===== src/rtl/pwm_ctrl_pkg.sv =====
// Purpose: shared types and constants for the PWM duty ramp controller.
// Latency: n/a (types and constants only).
// Backpressure: n/a.
//
// DUTY_STEPS is the full-scale duty code that the PWM generator also decodes
// (10 = 100%). ramp_state_t is the slew FSM state.
package pwm_ctrl_pkg;

    localparam int DUTY_STEPS = 10;

    typedef enum logic [1:0] {
        IDLE      = 2'd0,
        RAMP_UP   = 2'd1,
        RAMP_DOWN = 2'd2
    } ramp_state_t;

endpackage


===== src/rtl/btn_debounce.sv =====
// Purpose: synchronise and debounce one raw pushbutton, emit a 1-cycle press pulse on a debounced rising edge.
// Latency: press is high 2 + DEB_CYCLES cycles after the raw input settles high.
// Backpressure: none; the pulse is fire-and-forget, and held or released buttons give no pulse.
//
// Ports:
//   clk    in   system clock
//   rst_n  in   synchronous reset, active low
//   btn    in   raw asynchronous button level
//   press  out  one-cycle pulse per debounced press
module btn_debounce #(
    parameter int DEB_CYCLES = 4
) (
    input  logic clk,
    input  logic rst_n,
    input  logic btn,
    output logic press
);

    localparam int CNT_W = (DEB_CYCLES > 1) ? $clog2(DEB_CYCLES) : 1;
    localparam logic [CNT_W-1:0] CNT_LAST = CNT_W'(DEB_CYCLES - 1);

    logic             sync1;
    logic             sync2;
    logic             level;
    logic             level_d;
    logic [CNT_W-1:0] cnt;

    // cnt is the length of the current run of synced samples that disagree
    // with the debounced level. Any sample that agrees breaks the run, so a
    // bouncing input never accumulates across bounces.
    always_ff @(posedge clk) begin
        if (!rst_n) begin
            sync1   <= 1'b0;
            sync2   <= 1'b0;
            level   <= 1'b0;
            level_d <= 1'b0;
            cnt     <= '0;
        end else begin
            sync1   <= btn;
            sync2   <= sync1;
            level_d <= level;
            if (sync2 == level) begin
                cnt <= '0;
            end else if (cnt == CNT_LAST) begin
                level <= sync2;
                cnt   <= '0;
            end else begin
                cnt <= cnt + CNT_W'(1);
            end
        end
    end

    assign press = level & ~level_d;

endmodule


===== src/rtl/pwm_duty_ramp_ctrl.sv =====
// Purpose: turn inc/dec buttons into a 0..STEPS duty target and slew the applied duty toward it on PWM period ends.
// Latency: target moves 3 + DEB_CYCLES cycles after a clean press; duty moves one step every RAMP_PERIODS period ends.
// Backpressure: none; presses are accepted immediately (saturating), and simultaneous inc+dec presses cancel.
//
// Ports:
//   clk          in   system clock
//   rst_n        in   synchronous reset, active low
//   inc_btn      in   raw increase button
//   dec_btn      in   raw decrease button
//   period_end   in   1-cycle pulse at PWM counter wrap
//   duty_step    out  applied duty code to the PWM generator
//   target_step  out  requested duty code
//   busy         out  applied duty still slewing toward target
//   at_max       out  target at full scale
//   at_min       out  target at zero
module pwm_duty_ramp_ctrl
    import pwm_ctrl_pkg::*;
#(
    parameter int DEB_CYCLES   = 4,
    parameter int STEPS        = DUTY_STEPS,
    parameter int STEP_W       = 4,
    parameter int RAMP_PERIODS = 2,
    parameter int INIT_STEP    = 5
) (
    input  logic              clk,
    input  logic              rst_n,
    input  logic              inc_btn,
    input  logic              dec_btn,
    input  logic              period_end,
    output logic [STEP_W-1:0] duty_step,
    output logic [STEP_W-1:0] target_step,
    output logic              busy,
    output logic              at_max,
    output logic              at_min
);

    localparam int PCNT_W = (RAMP_PERIODS > 1) ? $clog2(RAMP_PERIODS) : 1;
    localparam logic [PCNT_W-1:0] PCNT_LAST = PCNT_W'(RAMP_PERIODS - 1);
    localparam logic [STEP_W-1:0] MAX_STEP  = STEP_W'(STEPS);
    localparam logic [STEP_W-1:0] INIT_VAL  = STEP_W'(INIT_STEP);

    logic              inc_press;
    logic              dec_press;
    logic [STEP_W-1:0] target_nxt;
    logic [STEP_W-1:0] duty_nxt;
    logic [PCNT_W-1:0] period_cnt;
    logic [PCNT_W-1:0] period_cnt_nxt;
    ramp_state_t       state;
    ramp_state_t       state_nxt;

    btn_debounce #(.DEB_CYCLES(DEB_CYCLES)) u_inc_deb (
        .clk   (clk),
        .rst_n (rst_n),
        .btn   (inc_btn),
        .press (inc_press)
    );

    btn_debounce #(.DEB_CYCLES(DEB_CYCLES)) u_dec_deb (
        .clk   (clk),
        .rst_n (rst_n),
        .btn   (dec_btn),
        .press (dec_press)
    );

    // Saturation is checked before the add/subtract so the code never wraps.
    always_comb begin
        target_nxt = target_step;
        if (inc_press && !dec_press && (target_step != MAX_STEP)) begin
            target_nxt = target_step + STEP_W'(1);
        end else if (dec_press && !inc_press && (target_step != '0)) begin
            target_nxt = target_step - STEP_W'(1);
        end
    end

    // Slew FSM. Direction comes from the registered duty/target compare every
    // cycle rather than from the state, so a target that reverses mid-ramp
    // steers the very next step without restarting the period count. A press
    // landing in the same cycle as period_end only affects the next cycle,
    // because the decision reads target_step, not target_nxt.
    always_comb begin
        state_nxt      = state;
        period_cnt_nxt = period_cnt;
        duty_nxt       = duty_step;
        case (state)
            RAMP_UP, RAMP_DOWN: begin
                if (duty_step == target_step) begin
                    state_nxt      = IDLE;
                    period_cnt_nxt = '0;
                end else begin
                    state_nxt = (target_step > duty_step) ? RAMP_UP : RAMP_DOWN;
                    if (period_end) begin
                        if (period_cnt == PCNT_LAST) begin
                            period_cnt_nxt = '0;
                            if ((target_step > duty_step) && (duty_step != MAX_STEP)) begin
                                duty_nxt = duty_step + STEP_W'(1);
                            end else if ((target_step < duty_step) && (duty_step != '0)) begin
                                duty_nxt = duty_step - STEP_W'(1);
                            end
                        end else begin
                            period_cnt_nxt = period_cnt + PCNT_W'(1);
                        end
                    end
                end
            end
            default: begin
                period_cnt_nxt = '0;
                if (target_step > duty_step) begin
                    state_nxt = RAMP_UP;
                end else if (target_step < duty_step) begin
                    state_nxt = RAMP_DOWN;
                end else begin
                    state_nxt = IDLE;
                end
            end
        endcase
    end

    always_ff @(posedge clk) begin
        if (!rst_n) begin
            state       <= IDLE;
            period_cnt  <= '0;
            duty_step   <= INIT_VAL;
            target_step <= INIT_VAL;
        end else begin
            state       <= state_nxt;
            period_cnt  <= period_cnt_nxt;
            duty_step   <= duty_nxt;
            target_step <= target_nxt;
        end
    end

    assign busy   = (duty_step != target_step);
    assign at_max = (target_step == MAX_STEP);
    assign at_min = (target_step == '0);

endmodule


===== config.mk =====
export PLATFORM = sky130hd
export DESIGN_NAME = pwm_duty_ramp_ctrl
export DESIGN_NICKNAME = d
export VERILOG_FILES = /design/src/rtl/pwm_ctrl_pkg.sv /design/src/rtl/btn_debounce.sv /design/src/rtl/pwm_duty_ramp_ctrl.sv
export SDC_FILE = /design/constraint.sdc
export NUM_CORES = 1
export LEC_CHECK = 0
export ABC_AREA = 0
export ABC_CLOCK_PERIOD_IN_PS = 4700
export CAP_MARGIN = 20
export CORE_MARGIN = 5
export CORE_UTILIZATION = 57
export CTS_CLUSTER_SIZE = 25
export DETAILED_ROUTE_END_ITERATION = 10
export PLACE_DENSITY_LB_ADDON = 0.3
export SYNTH_ARGS = -nofsm -noshare
export SYNTH_HDL_FRONTEND = slang
export SYNTH_HIERARCHICAL = 1
export SYNTH_SLANG_ARGS = --single-unit

===== constraint.sdc =====
create_clock -name clk -period 4.7 [get_ports clk]
set_input_delay 0.94 -clock clk [delete_from_list [all_inputs] [get_ports clk]]
set_output_delay 0.94 -clock clk [all_outputs]
set_load 0.05 [all_outputs]

# Word level (Yosys, flattened, before mapping)
# Cells that the tools add are included.
# op_classes
n_bitwise,9
shift,0
n_reduce_logical,20
n_lt_le_gt_ge,2
mul,0
add_sub_neg,7
eq_ne,11
muxes,10
div_mod_pow,0
# ops
operator,count
$mux W4,4
$mux W2,5
$reduce_or A3 Y1,3
$add A4 B1 Y4 const B,2
$ne A4 B4 Y1 const B,2
$reduce_bool A4 Y1,2
$sub A4 B1 Y4 const B,2
$not A1 Y1,7
$eq A2 B2 Y1 const B,3
$logic_and A1 B1 Y1,6
$reduce_and A5 Y1,1
$add A2 B1 Y2 const B,2
$eq A4 B4 Y1,1
$eq A4 B4 Y1 const B,1
$gt A4 B4 Y1,1
$logic_not A4 Y1,1
$lt A4 B4 Y1,1
$ne A4 B4 Y1,1
$reduce_and A2 Y1,2
$reduce_bool A2 Y1,2
$and A1 B1 Y1,2
$eq A1 B1 Y1,2
$eq A2 B1 Y1 const B,1
$logic_not A1 Y1,2
3 further kinds,3
# word_totals
in_bits,5
mem_bits_rw,0
out_inout_bits,11
latchBits,0
reg_bits,23
mem_bits_ro,0
mem_count,0

# Longest topological paths before layout
# Gate-level depths: netlist (run 1).
# depth
ltp_word,7
ltp_mapped,11
depth_no_buf,11

# Modules after synthesis
# The synthesis (run 1) kept the hierarchy.
# modules_own_cells
module,cells_each,seq_area_each_um2,n_inst,area_per_inst_um2
pwm_duty_ramp_ctrl,87,220.2,1,820.8
btn_debounce,16,120.1,2,203.9

# Worst setup path after synthesis (run 1)
# Ideal clock, no wire load.
# synth_path
kind,reg2reg
start,register target_step[0]
end,register duty_step[3]
t_required_ns,4.567
period_less_slack_ns,3.173
path_stages_with_launch,12
arrival_ns,3.040
path_buffers,0
path_slack_ns,1.527
path_cell_list,dfxtp_1 inv_1 ha_1 nand4_1 nand2_1 a21o_1 ha_1 a21o_1 a21oi_1 nor2_1 mux2i_1 o2111ai_1
# synth_via
elab_chain_cells,4
# synth_rtl
item,line,source
from (decl),pwm_duty_ramp_ctrl.sv:31,"output logic [STEP_W-1:0] target_step,"
from (signal assigned),pwm_duty_ramp_ctrl.sv:128,target_step <= target_nxt;
$gt A4 B4 Y1 / $lt A4 B4 Y1 (equally long branches),"pwm_duty_ramp_ctrl.sv:94, pwm_duty_ramp_ctrl.sv:96",
$logic_and A1 B1 Y1 (on tied branches),"pwm_duty_ramp_ctrl.sv:94, pwm_duty_ramp_ctrl.sv:96",
$reduce_bool A2 Y1 (no line),n/a,
$reduce_and A5 Y1 (no line),n/a,
to (signal assigned),pwm_duty_ramp_ctrl.sv:127,duty_step <= duty_nxt;
to (decl),pwm_duty_ramp_ctrl.sv:30,"output logic [STEP_W-1:0] duty_step,"
# Several ways; a longest one is shown, not always the timed one.
# A chain may end at the register's enable or synchronous reset.

# Worst setup path after layout (run 1)
# layout_path
start,register duty_step[3]
end,output busy
# layout_via
elab_chain_cells,1
# layout_rtl
item,line,source
$ne A4 B4 Y1,pwm_duty_ramp_ctrl.sv:132,assign busy = (duty_step != target_step);
to (decl),pwm_duty_ramp_ctrl.sv:32,"output logic busy,"
# Every way passes these cells.

==> out/results.tsv, run 1 <==
metric	value	unit
clk_lat worst skew	0.31	ns
Tmin final	3.19	ns
Fin Setup TNS	0	ns
crit path buf inv count	2	
Post-synth EDFFs	0	
HPWL Detailed	1730	um
Synth Area in XOR/XNOR	5.70	%
HP Class	flip-flop to flip-flop	
Placed Instances	160	
Post-route DRC	0	
RSZ-0062 raised after global routing	false	
GRT Total Usage	15.4	%
I/O Buffers	15	
post-synthesis mux area share	4.89	%
status	finished, final reports clean	
Clock Path Buffers	2	
largest family of logic cells by synthesized area	simple AND/OR/NAND/NOR gates	
CTS tree	done	
ANT cells	0	
count of warnings emitted by yosys	6	
router iterations before antenna repair	4	
Setup violations, final	0	
Critical Path AT	2.25	ns
final net count	155	
Synth-to-Final Area Change	16.9	%
CP max stage cell	clkdlybuf4s50_1	
via count	944	
DIE WIDTH	56.4	um
Non-Filler Instances	164	
distinct cell type count after synthesis	36	
RD Place Congestion	0.888	
Synth Cell Area	1230	um^2
launch point of the worst path	duty_step[3]	
synth top area cells	dfxtp_1 37%, ha_1 10%, mux2i_1 4.9%	
drt wl/cell	13.9	um
largest net degree at the start of global routing	25	
Layout Skew	0.00280	ns
fillcell total	165	
Remaining Overflow, GRT	0	
Peak VDD IR	0.189	mV
post-cts resize count	0	
critical path class	flip-flop to output pin	
worst r2r src	duty_step[3]	
critical path's top delay family	buffers and inverters	
Post-Synth Adder-Cell Area	13.4	%
max-slew violations	0	
average size of a mapped cell	10.3	um^2
die span in y	56.4	um
# Max-Cap Violations	0	
largest fanout on the critical path	7	
H-Tree Depth	1	
fin crit share	67.8	%
Rows	16	
WL final	2270	um
post-CTS setup buffers	0	
share of cells above drive strength 1	8.76	%
CP required	3.76	ns
first-pass GRT wire length	3910	um
Slew @ Worst Pin	0.706	ns
DR iter-0 viols	18	
slew margin rel.	52.8	%
Min Hold Slack	0.440	ns
Reg2Reg Setup Slack	1.86	ns
Final ANT Viol Nets	0	
vias in the first global route	894	
worst hold start	u_dec_deb/cnt[0]	
syn nets	136	
hold buffers post-CTS	0	
pwr dens	210	nW/um^2
Fmax	314	MHz
Synth Area in Simple Gates	24.9	%
CTS clk-pin slew, worst paths	0.13	ns
FF+latch area	460	um^2
CTS sink cnt	23	
compound-cell area share of the yosys netlist	11.4	%
share of the synthesized area in the top cell type	37.5	%
Worst Setup Start Kind	flip-flop	
Yosys reg bits	23	
Root Buffer Master	clkbuf_4	
Multi-input gate area	742	um^2
crit-path cells	inv_1, ha_1, nand4_1, clkdlybuf4s50_1	
ys async rst share	0	%
crit end category	output pin	
Starting Density	61.4	%
initial antenna violation count	0	
slowest stage delay, CP	0.84	ns
CTS Buf Count	3	
IO Pins	16	
Leak	0.590	nW
Yosys top cell by area	dfxtp_1	
Mapped Cells	119	
Vias/cell	5.76	
Seq/Total Area, Yosys	37.5	%
Tot Pwr	0.301	mW
core region area	2000	um^2
Hold Fails Final Rpt	0	
Most used DFF post-synth	dfxtp_1	
die area	3180	um^2
-- metal layers --
metal / vias up / routed length [um] / track usage, %
li1: 471 / - / -
met2: 22 / 1080 / 24.4
met1: 446 / 1060 / 19.3
met4: 0 / 51 / 8.14
met3: 5 / 83 / 3.21
met5: - / 0 / 0
-- flip-flops by register name, indices dropped and copies added (netlist names) --
name,cells
state,2
u_dec_deb/level_d,1
target_step,4
u_dec_deb/level,1
u_inc_deb/sync1,1
u_dec_deb/cnt,2
u_inc_deb/level_d,1
duty_step,4
u_dec_deb/sync1,1
u_inc_deb/sync2,1
u_dec_deb/sync2,1
u_inc_deb/cnt,2
u_inc_deb/level,1
period_cnt,1
-- report_power, final --
group	internal, mW	switching [mW]
Sequential	0.197	0.000945
Combinational	0.00621	0.00548
Clock	0.0318	0.0598
-- synth_stat cells, types with 2 or more instances --
library cell	count
dfxtp_1	23
ha_1	10
nand2_1	7
a21oi_1	6
and2_1	6
inv_1	6
mux2i_1	6
nor2b_1	5
xnor2_1	5
a21o_1	4
nor2_1	4
nand3_1	3
xor2_1	3
and3_1	2
and4bb_2	2
fa_1	2
nand4_1	2
nand4b_1	2
nor3_1	2
nor4b_1	2
o21ai_0	2
-- final timing paths --
kind                                          to  cells after the start
worst max-delay path                        busy                      4
worst min-delay path            u_dec_deb/cnt[0]                      1
worst max register to register      duty_step[3]                     10
worst min register to register  u_dec_deb/cnt[0]                      1
-- cell families after synthesis --
logic type / count (synthesis)
AND/OR/NAND/NOR: 44
adder cells (fa/ha/maj): 12
multiplexers: 6
flip-flops: 23
XOR/XNOR: 8
AO/OA/AOI/OAI: 19
buffers and inverters: 7
-- stage by stage --
step	setup WS, ns	instance area [um^2]	util, %
5_1_grt	1.40	1440	71.8
4_1_cts	1.52	1440	71.8
3_3_place_gp	1.90	1410	70.4
2_1_floorplan	1.53	1230	-
6_report	1.51	1440	71.8
3_5_place_dp	1.89	1410	70.4
-- worst reg2reg max path: cells and delay by family (launching register included) --
family | cells | cell delay, ns
AO/OA/AOI/OAI | 5 | 1.28
AND/OR/NAND/NOR | 2 | 0.32
buffers and inverters | 1 | 0.10
flip-flops | 1 | 0.45
adder cells (fa/ha/maj) | 2 | 0.62
-- cell type report --
cell class | instances | area share, %
Inverter | 6 | 1.57
Tap cell | 27 | 2.35
Clock buffer | 3 | 1.57
Clock inverter | 1 | 0.348
Sequential cell | 23 | 32.1
Multi-Input combinational cell | 89 | 51.7
Timing Repair Buffer | 15 | 10.5
-- cells in the final DEF, fill, tap and decap left out, types with 2 or more instances in the layout --
cell type / n
nand2_1: 7
inv_1: 6
clkbuf_4: 3
xor2_1: 3
nand3_1: 3
dfxtp_1: 23
fa_1: 2
nor2b_1: 5
and4bb_2: 2
xnor2_1: 5
a21o_1: 4
clkdlybuf4s50_1: 15
a21oi_1: 6
nand4_1: 2
o21ai_0: 2
mux2i_1: 6
nor3_1: 2
ha_1: 10
nor2_1: 4
and3_1: 2
nor4b_1: 2
and2_1: 6
nand4b_1: 2
Power figures use the tool's default switching activity.
==> run 2: changes to the inputs <==
--- a/config.mk
+++ b/config.mk
@@ -6,10 +6,11 @@
 export NUM_CORES = 1
 export LEC_CHECK = 0
 export ABC_AREA = 0
-export ABC_CLOCK_PERIOD_IN_PS = 4700
+export ABC_CLOCK_PERIOD_IN_PS = 3000
 export CAP_MARGIN = 20
+export CORE_ASPECT_RATIO = 1.75
 export CORE_MARGIN = 5
-export CORE_UTILIZATION = 57
+export CORE_UTILIZATION = 53
 export CTS_CLUSTER_SIZE = 25
 export DETAILED_ROUTE_END_ITERATION = 10
 export PLACE_DENSITY_LB_ADDON = 0.3
==> constraint.sdc (replaced) <==
create_clock -name clk -period 3 [get_ports clk]
set_input_delay 0.6 -clock clk [delete_from_list [all_inputs] [get_ports clk]]
set_output_delay 0.6 -clock clk [all_outputs]
set_load 0.05 [all_outputs]
==> out/results.tsv, run 2 (synthesis results as in run 1) <==
metric	value	unit
Remaining Overflow, GRT	0	
DR iter-0 viols	28	
ANT cells	0	
status	finished, final reports clean	
Clock Path Buffers	2	
Critical Path AT	2.13	ns
H-Tree Depth	1	
CTS clk-pin slew, worst paths	0.09	ns
IO Pins	16	
first-pass GRT wire length	4480	um
Fin Setup TNS	0	ns
Final ANT Viol Nets	0	
Fmax	366	MHz
share of cells above drive strength 1	14.4	%
final net count	157	
slowest stage delay, CP	0.85	ns
HP Class	flip-flop to flip-flop	
Tot Pwr	0.526	mW
crit-path cells	inv_1, ha_1, nand4_1, clkdlybuf4s50_1	
pwr dens	356	nW/um^2
initial antenna violation count	0	
DIE WIDTH	46.4	um
Rows	23	
Slew @ Worst Pin	0.499	ns
critical path class	flip-flop to output pin	
commonest non-fill, non-tap cell in the layout	dfxtp_1	
post-cts resize count	0	
cell depth of the worst min-delay path	1	
crit end category	output pin	
GRT Total Usage	17.7	%
Starting Density	54.7	%
hold buffers post-CTS	0	
reg2reg path depth	11	
die span in y	73.7	um
RSZ-0062 raised after global routing	false	
WL final	2430	um
Tmin final	2.73	ns
router iterations before antenna repair	4	
CTS Buf Count	3	
Leak	0.603	nW
fin crit share	91.0	%
CP max stage cell	clkdlybuf4s50_1	
vias in the first global route	1038	
HPWL Detailed	1910	um
top flop regs	duty_step (4), target_step (4)	
Post-route DRC	0	
CP required	2.40	ns
clk_lat worst skew	0.27	ns
via count	958	
# Max-Cap Violations	0	
die area	3420	um^2
drt wl/cell	14.8	um
CTS sink cnt	23	
largest net degree at the start of global routing	19	
slew margin rel.	66.6	%
Setup violations, final	0	
largest fanout on the critical path	7	
post-CTS setup buffers	0	
worst r2r src	duty_step[1]	
Worst Setup Start Kind	flip-flop	
core region area	2240	um^2
RD Place Congestion	0.869	
Peak VDD IR	0.278	mV
Synth-to-Final Area Change	20.3	%
Hold Fails Final Rpt	0	
max-slew violations	0	
CTS tree	done	
Layout Skew	0.00720	ns
worst hold start	u_dec_deb/sync1	
most frequent cells in the layout	17 x dfxtp_1, 15 x clkdlybuf4s50_1, 10 x ha_1, 7 x nand2_1	
launch point of the worst path	duty_step[3]	
I/O Buffers	15	
Vias/cell	5.84	
Root Buffer Master	clkbuf_8	
[run 2: layout make-up]
class / instances / area (um^2)
clock buffer: 3 / 41.3
sequential: 23 / 468
fill: 188 / 767
timing repair buffer: 17 / 165
multi-input combinational: 89 / 742
tap: 25 / 31.3
clock inverter: 1 / 7.51
inverter: 6 / 22.5
[run 2: per-stage QoR]
step                      worst slack (ns)  util (%)  area, um^2  hold slack, ns  cells
after floorplan                     0.0224         -        1240           0.405    119
after global placement               0.525      63.7        1430           0.412    160
after detailed placement             0.367      63.7        1430           0.424    160
after CTS                            0.274      65.8        1480           0.441    164
after global routing                 0.136      65.8        1480           0.451    164
final                                0.271      65.8        1480           0.440    164
[run 2: where the power goes]
group          switching [mW]  internal, mW
logic                 0.00900        0.0105
clock network           0.102        0.0941
registers             0.00157         0.308
[run 2: critical path, delay by kind of cell, from the launching register on]
| family | cells | cell delay (ns) |
|---|---|---|
| simple gates | 1 | 0.20 |
| buf+inv | 2 | 0.93 |
| fa+ha+maj | 1 | 0.34 |
| flops | 1 | 0.39 |
[run 2: final timing paths]
path | end | slack (ns)
max | busy | 0.27
min | u_dec_deb/sync2 | 0.44
max reg2reg | duty_step[3] | 0.36
min reg2reg | u_dec_deb/sync2 | 0.44
[run 2: layer usage]
metal / GRT usage (%) / wire length (um) / share of wire, % / vias to the layer above
li1: - / - / - / 469
met1: 17.8 / 898 / 37 / 465
met2: 32.4 / 1390 / 57 / 19
met3: 2.70 / 90 / 3.7 / 5
met4: 9.81 / 57 / 2.3 / 0
met5: 0 / 0 / 0 / -
==> run 3: changes to the inputs <==
--- a/config.mk
+++ b/config.mk
@@ -6,11 +6,11 @@
 export NUM_CORES = 1
 export LEC_CHECK = 0
 export ABC_AREA = 0
-export ABC_CLOCK_PERIOD_IN_PS = 3000
+export ABC_CLOCK_PERIOD_IN_PS = 2300
 export CAP_MARGIN = 20
 export CORE_ASPECT_RATIO = 1.75
 export CORE_MARGIN = 5
-export CORE_UTILIZATION = 53
+export CORE_UTILIZATION = 48
 export CTS_CLUSTER_SIZE = 25
 export DETAILED_ROUTE_END_ITERATION = 10
 export PLACE_DENSITY_LB_ADDON = 0.3
==> constraint.sdc (replaced) <==
create_clock -name clk -period 2.3 [get_ports clk]
set_input_delay 0.46 -clock clk [delete_from_list [all_inputs] [get_ports clk]]
set_output_delay 0.46 -clock clk [all_outputs]
set_load 0.05 [all_outputs]
==> out/results.tsv, run 3 (synthesis results as in run 1) <==
metric	value	unit
status	finished, final reports clean	
DIE WIDTH	48.2	um
Vias/cell	5.67	
CTS Buf Count	3	
HPWL Detailed	2020	um
most used cell, CP	ha_4	
crit end category	flip-flop	
die area	3710	um^2
Tot Pwr	0.674	mW
die span in y	76.9	um
critical path's top delay family	adder cells	
most frequent cells in the layout	17 x buf_4, 15 x dfxtp_1, 12 x clkdlybuf4s50_1, 7 x nand2_1, 7 x dfxtp_4	
Post-route DRC	0	
largest net degree at the start of global routing	19	
initial antenna violation count	0	
ANT cells	0	
Starting Density	49.3	%
IO Pins	16	
crit path buf inv count	2	
Leak	0.685	nW
core region area	2490	um^2
largest fanout on the critical path	4	
Slew @ Worst Pin	0.504	ns
Setup violations, final	0	
Layout Skew	0.00789	ns
slowest stage delay, CP	0.37	ns
CTS tree	done	
fillcell total	204	
DR iter-0 viols	6	
Peak VDD IR	0.523	mV
Placed Instances	165	
router iterations before antenna repair	4	
max-slew violations	0	
final worst setup slack	0.0845	ns
# Max-Cap Violations	0	
CP required	2.44	ns
Fmax	451	MHz
CTS sink cnt	23	
drt wl/cell	14.8	um
fin crit share	96.3	%
CP max stage cell	dfxtp_4	
Hold Fails Final Rpt	0	
first-pass GRT wire length	4440	um
Final ANT Viol Nets	0	
Critical Path AT	2.36	ns
hold buffers post-CTS	0	
Root Buffer Master	clkbuf_8	
pwr dens	395	nW/um^2
Clock Path Buffers	2	
Place WS	0.00462	ns
commonest non-fill, non-tap cell in the layout	buf_4	
RD Place Congestion	0.759	
vias in the first global route	1053	
Rows	24	
via count	1010	
Non-Filler Instances	178	
CTS clk-pin slew, worst paths	0.08	ns
Min Hold Slack	0.434	ns
GRT Total Usage	16.0	%
Fin Setup TNS	0	ns
Synth-to-Final Area Change	38.8	%
critical path class	flip-flop to flip-flop	
clk_lat worst skew	0.26	ns
I/O Buffers	15	
H-Tree Depth	1	
share of cells above drive strength 1	37.5	%
top flop regs	duty_step (4), target_step (4)	
slew margin rel.	66.3	%
WL final	2630	um
crit-path cells	inv_2, ha_4, nor2b_4, o211ai_2, a21o_4, buf_6, ha_4, a21oi_4, and3_4, mux2i_2, o2111ai_2	
Tmin final	2.22	ns
final net count	170	
Remaining Overflow, GRT	0	
HP Class	flip-flop to flip-flop	
Worst Setup Start Kind	flip-flop	
run 3: cell types whose count changed in the layout (fill, tap and decap cells not counted), moves of 3 or more:
cell	change
buf_4	+15
dfxtp_4	+7
dfxtp_2	-5
ha_1	-5
ha_4	+5
inv_1	-5
inv_2	+5
clkdlybuf4s50_1	-3
run 3: metal layers:
| metal | wire length [um] | GRT usage (%) | vias up |
|---|---|---|---|
| met2 | 1550 | 28.9 | 21 |
| met1 | 955 | 16.3 | 484 |
| li1 | - | - | 499 |
| met3 | 79 | 2.58 | 6 |
| met5 | 0 | 0 | - |
| met4 | 45 | 6.74 | 0 |
run 3: metrics by stage:
| step | utilization [%] | cell area, um^2 |
|---|---|---|
| after floorplan | - | 1310 |
| after global placement | 61.3 | 1530 |
| after detailed placement | 61.3 | 1530 |
| after CTS | 63.4 | 1580 |
| after global routing | 68.4 | 1710 |
| final | 68.4 | 1710 |
run 3: power by group:
part / total [mW] / internal, mW / switching, mW / leakage [nW]
Combinational: 0.0282 / 0.0159 / 0.0123 / 0.475
Sequential: 0.396 / 0.394 / 0.00201 / 0.189
Clock: 0.250 / 0.122 / 0.128 / 0.0217
Total: 0.674 / 0.532 / 0.142 / 0.685
run 3: worst paths after layout:
check,startpoint,endpoint,slack (ns),depth (start not counted)
worst min-delay path,u_inc_deb/cnt[0],u_inc_deb/cnt[0],0.43,1
worst max register to register,duty_step[1],duty_step[3],0.08,11
worst min register to register,u_inc_deb/cnt[0],u_inc_deb/cnt[0],0.43,1
worst max-delay path,duty_step[1],duty_step[3],0.08,11
run 3: cell type report:
cell class / instances / area (um^2) / area share, %
Tap cell: 26 / 32.5 / 1.91
Multi-Input combinational cell: 89 / 855 / 50.1
Sequential cell: 23 / 488 / 28.6
Inverter: 6 / 22.5 / 1.32
Timing Repair Buffer: 30 / 259 / 15.2
Clock buffer: 3 / 41.3 / 2.42
Clock inverter: 1 / 7.51 / 0.440
run 3: what timing repair did:
action                                  CTS  global route
pin swaps                                 1             9
endpoints found under the setup margin    1             1
gates resized for setup                   1             9
buffers inserted                          0             9
